File: config.mk
export PLATFORM = sky130hd
export DESIGN_NAME = alu_rs
export DESIGN_NICKNAME = d
export VERILOG_FILES = /design/src/rtl/alu_rs_pkg.sv /design/src/rtl/rs_pick.sv /design/src/rtl/alu_rs.sv
export SDC_FILE = /design/constraint.sdc
export NUM_CORES = 2
export LEC_CHECK = 0
export CAP_MARGIN = 20
export CORE_MARGIN = 8
export CORE_UTILIZATION = 25
export CTS_BUF_LIST = sky130_fd_sc_hd__clkbuf_4
export DETAILED_ROUTE_END_ITERATION = 8
export PLACE_DENSITY = 0.44
export SYNTH_ARGS = -nofsm -noshare
export SYNTH_HDL_FRONTEND = slang
export SYNTH_SLANG_ARGS = --single-unit
File: constraint.sdc
create_clock -name clk_in -period 5.4 [get_ports clk_in]
set_clock_uncertainty 0.05 [all_clocks]
set_input_delay 1.08 -clock clk_in [delete_from_list [all_inputs] [get_ports clk_in]]
set_output_delay 1.08 -clock clk_in [all_outputs]
set_load 0.1 [all_outputs]
File: src/rtl/alu_rs_pkg.sv
// Shared definitions for the ALU reservation station: opcodes, bus widths and entry states.
// No logic; imported by alu_rs and its bench.
package alu_rs_pkg;

  localparam int OpSize      = 5;
  localparam int REGSize     = 32;
  localparam int RegAddrSize = 4;

  localparam logic [OpSize-1:0] OP_NOP  = 5'd0;
  localparam logic [OpSize-1:0] OP_ADD  = 5'd1;
  localparam logic [OpSize-1:0] OP_SUB  = 5'd2;
  localparam logic [OpSize-1:0] OP_AND  = 5'd3;
  localparam logic [OpSize-1:0] OP_OR   = 5'd4;
  localparam logic [OpSize-1:0] OP_XOR  = 5'd5;
  localparam logic [OpSize-1:0] OP_SLL  = 5'd6;
  localparam logic [OpSize-1:0] OP_SRL  = 5'd7;
  localparam logic [OpSize-1:0] OP_SRA  = 5'd8;
  localparam logic [OpSize-1:0] OP_SLT  = 5'd9;
  localparam logic [OpSize-1:0] OP_SLTU = 5'd10;

  typedef enum logic [1:0] {
    ST_FREE  = 2'd0,
    ST_WAIT  = 2'd1,
    ST_READY = 2'd2
  } rs_state_e;

endpackage

File: src/rtl/rs_pick.sv
// Lowest-index priority encoder giving one-hot grant, binary index and found flag.
// Combinational, zero latency; no backpressure.
module rs_pick #(
  parameter int N  = 8,
  parameter int IW = (N > 1) ? $clog2(N) : 1
) (
  input  logic [N-1:0]  req,
  output logic [N-1:0]  onehot,
  output logic [IW-1:0] idx,
  output logic          found
);

  // Scan from the top down so the lowest requesting index is the last writer.
  always_comb begin
    onehot = '0;
    idx    = '0;
    found  = 1'b0;
    for (int i = N - 1; i >= 0; i--) begin
      if (req[i]) begin
        onehot    = '0;
        onehot[i] = 1'b1;
        idx       = IW'(i);
        found     = 1'b1;
      end
    end
  end

endmodule

File: src/rtl/alu_rs.sv
// ALU reservation station: holds dispatched ops until both operands arrive on a CDB, then issues.
// Issue 1 cycle after READY (dispatch-to-issue >= 2); dispatch is refused while full is high.
module alu_rs
  import alu_rs_pkg::*;
#(
  parameter int RS_SIZE = 8,
  parameter int TAG_W   = RegAddrSize
) (
  input  logic               clk_in,
  input  logic               rst_in,
  input  logic               rdy_in,
  input  logic               clear,
  input  logic               disp_valid,
  input  logic [OpSize-1:0]  disp_op,
  input  logic [REGSize-1:0] disp_vj,
  input  logic [REGSize-1:0] disp_vk,
  input  logic               disp_qj_busy,
  input  logic               disp_qk_busy,
  input  logic [TAG_W-1:0]   disp_qj,
  input  logic [TAG_W-1:0]   disp_qk,
  input  logic [TAG_W-1:0]   disp_rob,
  output logic               full,
  input  logic               cdb0_valid,
  input  logic [TAG_W-1:0]   cdb0_rob,
  input  logic [REGSize-1:0] cdb0_val,
  input  logic               cdb1_valid,
  input  logic [TAG_W-1:0]   cdb1_rob,
  input  logic [REGSize-1:0] cdb1_val,
  output logic               alu_status,
  output logic [OpSize-1:0]  alu_op,
  output logic [REGSize-1:0] alu_rs1,
  output logic [REGSize-1:0] alu_rs2,
  output logic [TAG_W-1:0]   alu_rob
);

  localparam int IDX_W = $clog2(RS_SIZE);

  typedef struct packed {
    rs_state_e          state;
    logic [OpSize-1:0]  op;
    logic [REGSize-1:0] vj;
    logic [REGSize-1:0] vk;
    logic               qj_busy;
    logic               qk_busy;
    logic [TAG_W-1:0]   qj;
    logic [TAG_W-1:0]   qk;
    logic [TAG_W-1:0]   rob;
  } entry_t;

  entry_t ent_q [RS_SIZE];
  entry_t ent_d [RS_SIZE];

  logic [RS_SIZE-1:0] free_vec;
  logic [RS_SIZE-1:0] ready_vec;
  logic [RS_SIZE-1:0] busy_d;
  logic [RS_SIZE-1:0] free_oh;
  logic [RS_SIZE-1:0] ready_oh;
  logic [IDX_W-1:0]   free_idx;
  logic [IDX_W-1:0]   ready_idx;
  logic               free_found;
  logic               ready_found;
  logic               disp_take;
  logic               full_d;
  logic               unused_free_idx;

  function automatic logic cdb_hit(input logic vld, input logic [TAG_W-1:0] bus_tag,
                                   input logic [TAG_W-1:0] want);
    return vld && (bus_tag == want);
  endfunction

  always_comb begin
    free_vec  = '0;
    ready_vec = '0;
    for (int i = 0; i < RS_SIZE; i++) begin
      free_vec[i]  = (ent_q[i].state == ST_FREE);
      ready_vec[i] = (ent_q[i].state == ST_READY);
    end
  end

  rs_pick #(.N(RS_SIZE), .IW(IDX_W)) u_pick_free (
    .req    (free_vec),
    .onehot (free_oh),
    .idx    (free_idx),
    .found  (free_found)
  );

  rs_pick #(.N(RS_SIZE), .IW(IDX_W)) u_pick_ready (
    .req    (ready_vec),
    .onehot (ready_oh),
    .idx    (ready_idx),
    .found  (ready_found)
  );

  assign unused_free_idx = ^free_idx;
  assign disp_take       = disp_valid && !full && free_found;

  // An entry issuing this cycle is still READY, so it is never the free pick.
  always_comb begin
    for (int i = 0; i < RS_SIZE; i++) begin
      ent_d[i] = ent_q[i];

      if (ent_q[i].state == ST_WAIT) begin
        if (ent_q[i].qj_busy) begin
          if (cdb_hit(cdb0_valid, cdb0_rob, ent_q[i].qj)) begin
            ent_d[i].vj      = cdb0_val;
            ent_d[i].qj_busy = 1'b0;
          end else if (cdb_hit(cdb1_valid, cdb1_rob, ent_q[i].qj)) begin
            ent_d[i].vj      = cdb1_val;
            ent_d[i].qj_busy = 1'b0;
          end
        end
        if (ent_q[i].qk_busy) begin
          if (cdb_hit(cdb0_valid, cdb0_rob, ent_q[i].qk)) begin
            ent_d[i].vk      = cdb0_val;
            ent_d[i].qk_busy = 1'b0;
          end else if (cdb_hit(cdb1_valid, cdb1_rob, ent_q[i].qk)) begin
            ent_d[i].vk      = cdb1_val;
            ent_d[i].qk_busy = 1'b0;
          end
        end
        if (!ent_d[i].qj_busy && !ent_d[i].qk_busy) begin
          ent_d[i].state = ST_READY;
        end
      end

      if (ready_oh[i]) begin
        ent_d[i].state = ST_FREE;
      end

      if (disp_take && free_oh[i]) begin
        ent_d[i].op      = disp_op;
        ent_d[i].rob     = disp_rob;
        ent_d[i].qj      = disp_qj;
        ent_d[i].qk      = disp_qk;
        ent_d[i].vj      = disp_vj;
        ent_d[i].vk      = disp_vk;
        ent_d[i].qj_busy = disp_qj_busy;
        ent_d[i].qk_busy = disp_qk_busy;
        if (disp_qj_busy && cdb_hit(cdb0_valid, cdb0_rob, disp_qj)) begin
          ent_d[i].vj      = cdb0_val;
          ent_d[i].qj_busy = 1'b0;
        end else if (disp_qj_busy && cdb_hit(cdb1_valid, cdb1_rob, disp_qj)) begin
          ent_d[i].vj      = cdb1_val;
          ent_d[i].qj_busy = 1'b0;
        end
        if (disp_qk_busy && cdb_hit(cdb0_valid, cdb0_rob, disp_qk)) begin
          ent_d[i].vk      = cdb0_val;
          ent_d[i].qk_busy = 1'b0;
        end else if (disp_qk_busy && cdb_hit(cdb1_valid, cdb1_rob, disp_qk)) begin
          ent_d[i].vk      = cdb1_val;
          ent_d[i].qk_busy = 1'b0;
        end
        ent_d[i].state = (ent_d[i].qj_busy || ent_d[i].qk_busy) ? ST_WAIT : ST_READY;
      end
    end
  end

  always_comb begin
    busy_d = '0;
    for (int i = 0; i < RS_SIZE; i++) begin
      busy_d[i] = (ent_d[i].state != ST_FREE);
    end
  end

  assign full_d = &busy_d;

  always_ff @(posedge clk_in) begin
    if (rst_in) begin
      for (int i = 0; i < RS_SIZE; i++) begin
        ent_q[i] <= '0;
      end
      full       <= 1'b0;
      alu_status <= 1'b0;
      alu_op     <= '0;
      alu_rs1    <= '0;
      alu_rs2    <= '0;
      alu_rob    <= '0;
    end else if (clear) begin
      for (int i = 0; i < RS_SIZE; i++) begin
        ent_q[i] <= '0;
      end
      full       <= 1'b0;
      alu_status <= 1'b0;
    end else if (rdy_in) begin
      for (int i = 0; i < RS_SIZE; i++) begin
        ent_q[i] <= ent_d[i];
      end
      full       <= full_d;
      alu_status <= ready_found;
      if (ready_found) begin
        alu_op  <= ent_q[ready_idx].op;
        alu_rs1 <= ent_q[ready_idx].vj;
        alu_rs2 <= ent_q[ready_idx].vk;
        alu_rob <= ent_q[ready_idx].rob;
      end
    end else begin
      alu_status <= 1'b0;
    end
  end

endmodule

=== Yosys cells after proc, flatten, opt, wreduce, memory -nomap -nowiden ===
Memories as Yosys holds them, arrays and structs flattened. A register that Yosys moved wholly into a read port is not among the register bits.
Index checks and enable logic that the tools add are counted.

* Bits in writable memories: 680
* Input port bits: 162
* Logic and storage cells: 425
* Memories: 1
* Flip-flop bits (word level): 2
* Output and inout port bits: 75

* Multiplexer cells: 249
* Equal/unequal tests: 52
* Bitwise logic cells: 18
* Reductions and logical operators: 103

{| class="wikitable"
|+ Memory list
! name !! depth !! bits a word !! read ports !! clocked after Yosys merged registers in !! write ports !! RTL line !! source
|-
| ent_q || 8 || 85 || 9 || 1 || 8 || alu_rs.sv:50 || <nowiki>entry_t ent_q [RS_SIZE];</nowiki>
|}

{| class="wikitable"
|+ Operators by type and width
! kind !! number
|-
| 2-to-1 mux 85 bit || 24
|-
| 2-to-1 mux 32 bit || 52
|-
| 2-to-1 mux 66 bit || 8
|-
| equality test 4 bit || 36
|-
| 2-to-1 mux 8 bit || 16
|-
| 2-to-1 mux 1 bit || 109
|-
| 2-to-1 mux 2 bit || 32
|-
| logical AND 1 bit || 58
|-
| 2-to-1 mux 3 bit || 8
|-
| logical NOT 1 bit || 17
|-
| equality test 2 x 1 -> 1 bit (second input constant) || 8
|-
| equality test 2 bit (second input constant) || 8
|-
| logical NOT 2 bit || 8
|-
| bitwise OR 1 bit || 16
|-
| nonzero test 2 bit || 8
|-
| logical OR 1 bit || 8
|-
| AND reduction 8 bit || 1
|-
| AND reduction 3 bit || 1
|-
| OR reduction 3 bit || 1
|-
| inverter 1 bit || 2
|-
| OR reduction 2 bit || 1
|}

=== Depth between registers and ports, before layout ===
* Depth in word-level cells: 17
* Depth in mapped cells: 10

=== Modules after synthesis ===
From an unflattened synthesis, not the netlist that was laid out.

* Cell total of the unflattened synthesis: 4422
* Area, all modules: 46444.5 um2

{| class="wikitable"
|+ Modules (own cells, without submodules)
! module !! sequential area each (um2) !! area each (um2) !! times used !! cells an instance
|-
| alu_rs || 21070.2 || 46126.7 || 1 || 4378
|-
| rs_pick || 0.0 || 158.9 || 2 || 22
|}

=== Worst setup path after synthesis ===
No wires, ideal clock.

* Path type: input -> register
* Start point: input port rst_in
* End point: memory ent_q[1][46] in the netlist's numbering, enable pin
* Data arrival time: 4.611 ns
* Slack: 0.274 ns
* Stages on the path: 8
* Required time: 4.884 ns
* Setup time: 0.466 ns
* Path through: clkbuf_1 > or2_2 > clkbuf_1 > nor2_1 > inv_1 > and3_1 > nand2_1 > o21ai_0

{| class="wikitable"
|+ RTL lines
! item !! RTL line !! source
|-
| from (decl) || alu_rs.sv:10 || <nowiki>input logic rst_in,</nowiki>
|-
| to (decl) || alu_rs.sv:50 ||
|}

=== Worst setup path after layout ===
* Start point: register alu_rs1[1], read port of ent_q
* End point: output port alu_rs1[1]

{| class="wikitable"
|+ RTL lines
! item !! RTL line !! source
|-
| from (decl) || alu_rs.sv:31 || <nowiki>output logic [REGSize-1:0] alu_rs1,</nowiki>
|}

No word-level cell between the ends.

==> impl_results.md <==
- Status: complete, no violations
- DR WL/cell: 29.3 µm
- Post-synth EDFFs: 595
- GP Congestion: 0.825
- ANT nets after route: 0
- Max_slew headroom: 0.182
- Global-route wire length before repair: 310 mm
- Clock Pin Slew Worst Setup and Hold Paths: 0.07 ns
- Total power draw: 0.0161 W
- Commonest non-fill, non-tap cells in the layout: edfxtp_1 (595), nor2_1 (570), a211oi_1 (453)
- Netlist cell types: 72
- Worst-path cell chain: clkdlybuf4s50_1
- Vias: 41100
- Syn-to-layout area delta: 17.3%
- Cts hold-fix bufs: 0
- HPWL after DPL: 135 mm
- Max Cap Viol: 0
- Final max-slew violation count: 0
- Buffers & Inverters on Critical Path: 1
- Drt drc: 0
- Fin crit period: 4.19 ns
- Leakage: 18.3 nW
- Slowest CP cell: clkdlybuf4s50_1
- Row cnt: 160
- CTS max path bufs: 3
- Vias in the first global route: 40600
- Most common cell after layout, fill and taps aside: edfxtp_1
- Seq/Total Area, Yosys: 0.443
- Actual slew at the worst max-slew pin: 1.21 ns
- Gr ovfl total: 0
- Setup_tns: 0 ns
- Crit path max fanout: 2
- Drt first pass iters: 5
- Clock sinks: 755
- Worst setup EP type: primary output
- Die height: 452 µm
- TritonCTS clock tree: built
- Synth Area per Inst: 10.0 µm²
- Top_reg_cell synth: edfxtp_1
- Initial core utilization: 0.251
- Share of flip-flops with an asynchronous set or reset: 0
- Fin. Hold Viols: 0
- Post-Synthesis Cells: 4743
- Initial antenna violation count: 16
- Clock H-tree levels: 4
- Crit Path Category: flop to primary output
- Power per cell area: 288 nW/µm²
- Worst Path Arrival: 3.06 ns
- Top-area cell type share of the netlist area: 0.375
- Post-CTS setup buffers: 0
- CTS buffer count: 222
- Syn Std Cell Area: 47600 µm²
- Yosys warnings: 0
- IO Count: 237
- RSZ-0062 raised after global routing: false
- Final Non-Filler Cells: 7535
- Syn_nets: 4905
- Synth area leader: edfxtp_1
- Final #Nets: 4970
- Largest cells by area after synthesis: edfxtp_1 (38%), mux2i_1 (9.4%), a211oi_1 (7.1%)
- CP Data Required Time: 4.27 ns
- Port buffer count: 236
- Largest net degree at the start of global routing: 146
- Layout cell share with drive strength beyond 1: 0.165
- 1st-iter DRT viols: 4119
- Via-to-Cell Ratio: 5.46
- Placed Cells incl. Taps: 7095
- Startpoint class of the critical path: flop
- Final setup vio count: 0
- Fin crit share: 0.775
- Core area: 190000 µm²
- Largest stage delay, worst path: 1.27 ns
- HP Class: flop to flop
- Seq cells post-synth: 755
- Worst VDD drop: 212 µV
- Clock root cell: clkbuf_4
- Fmax: 239 MHz
- Worst path top cell family by delay: buffers and inverters
- Final setup margin: 1.21 ns
- Die Span X: 452 µm
- Hold_ws: 0.411 ns
- Worst slack, placed: 0.698 ns
- Final WL: 221 mm
- CTS resizes: 0
- Worst-Skew Late Latency: 1.28 ns
- Total track usage: 0.206
- Die ar.: 205000 µm²
[stage by stage]
step,util,area (µm²)
6_report,0.295,55900
5_1_grt,0.295,55800
4_1_cts,0.294,55800
3_5_place_dp,0.278,52700
3_3_place_gp,0.278,52700
2_1_floorplan,-,47600
[cell type report]
| class | count | area, µm² |
|---|---|---|
| Antenna cell | 20 | 50.0 |
| Clock buffer | 350 | 2630 |
| Clock inverter | 70 | 435 |
| Fill cell | 19700 | 134000 |
| Inverter | 125 | 469 |
| Multi-Input combinational cell | 3265 | 23900 |
| Sequential cell | 755 | 21100 |
| Tap cell | 2511 | 3140 |
| Timing Repair Buffer | 439 | 4190 |
[routing by layer]
| layer | track usage | part of all wire | vias up |
|---|---|---|---|
| met4 | 0.0733 | 0.034 | 10 |
| li1 | - | - | 18200 |
| met1 | 0.265 | 0.42 | 20700 |
| met5 | 0 | 0.00031 | - |
| met2 | 0.343 | 0.47 | 1811 |
| met3 | 0.0444 | 0.070 | 419 |
[where the power goes]
| part | total (W) | switching, W | leakage, nW | internal [W] |
|---|---|---|---|---|
| clock network | 0.00603 | 0.00285 | 1.81 | 0.00318 |
| registers | 0.00677 | 0.000151 | 7.88 | 0.00662 |
| logic | 0.00329 | 0.00230 | 8.57 | 0.000992 |
[logic make-up after synthesis]
kind of cell | Yosys count | synth area share
xor gates and xnor gates | 144 | 0.0265
buffers and inverters | 723 | 0.0648
muxes | 512 | 0.124
DFF | 755 | 0.443
AOI/OAI and AO/OA | 1285 | 0.211
and+or+nand+nor | 1324 | 0.130
[path summary, 6_finish.rpt]
path                              startpoint      endpoint  slack, ns  depth (start not counted)
worst min register to register  ent_q[0][80]  ent_q[0][80]       0.41                          2
worst min-delay path            ent_q[0][80]  ent_q[0][80]       0.41                          2
worst max register to register  ent_q[3][84]   alu_rs2[15]       1.70                          8
worst max-delay path              alu_rs1[1]    alu_rs1[1]       1.21                          1
[registers in the layout, indices dropped and copies added, names as in the netlist]
register    count
alu_op          5
alu_status      1
alu_rs2        32
alu_rob         4
ent_q         680
alu_rs1        32
full            1
[cell usage after synthesis (all sizes together), types with 66 or more instances]
cell type	instances
a31oi	140
inv	125
mux2i	448
buf	206
nor2	574
xor2	89
a21oi	182
and3	69
o221ai	67
nand2	256
o21ai	174
nor3	161
clkbuf	392
and2	66
a211oi	456
nand3	94
dfxtp	160
edfxtp	595
Power figures use the tool's default switching activity.
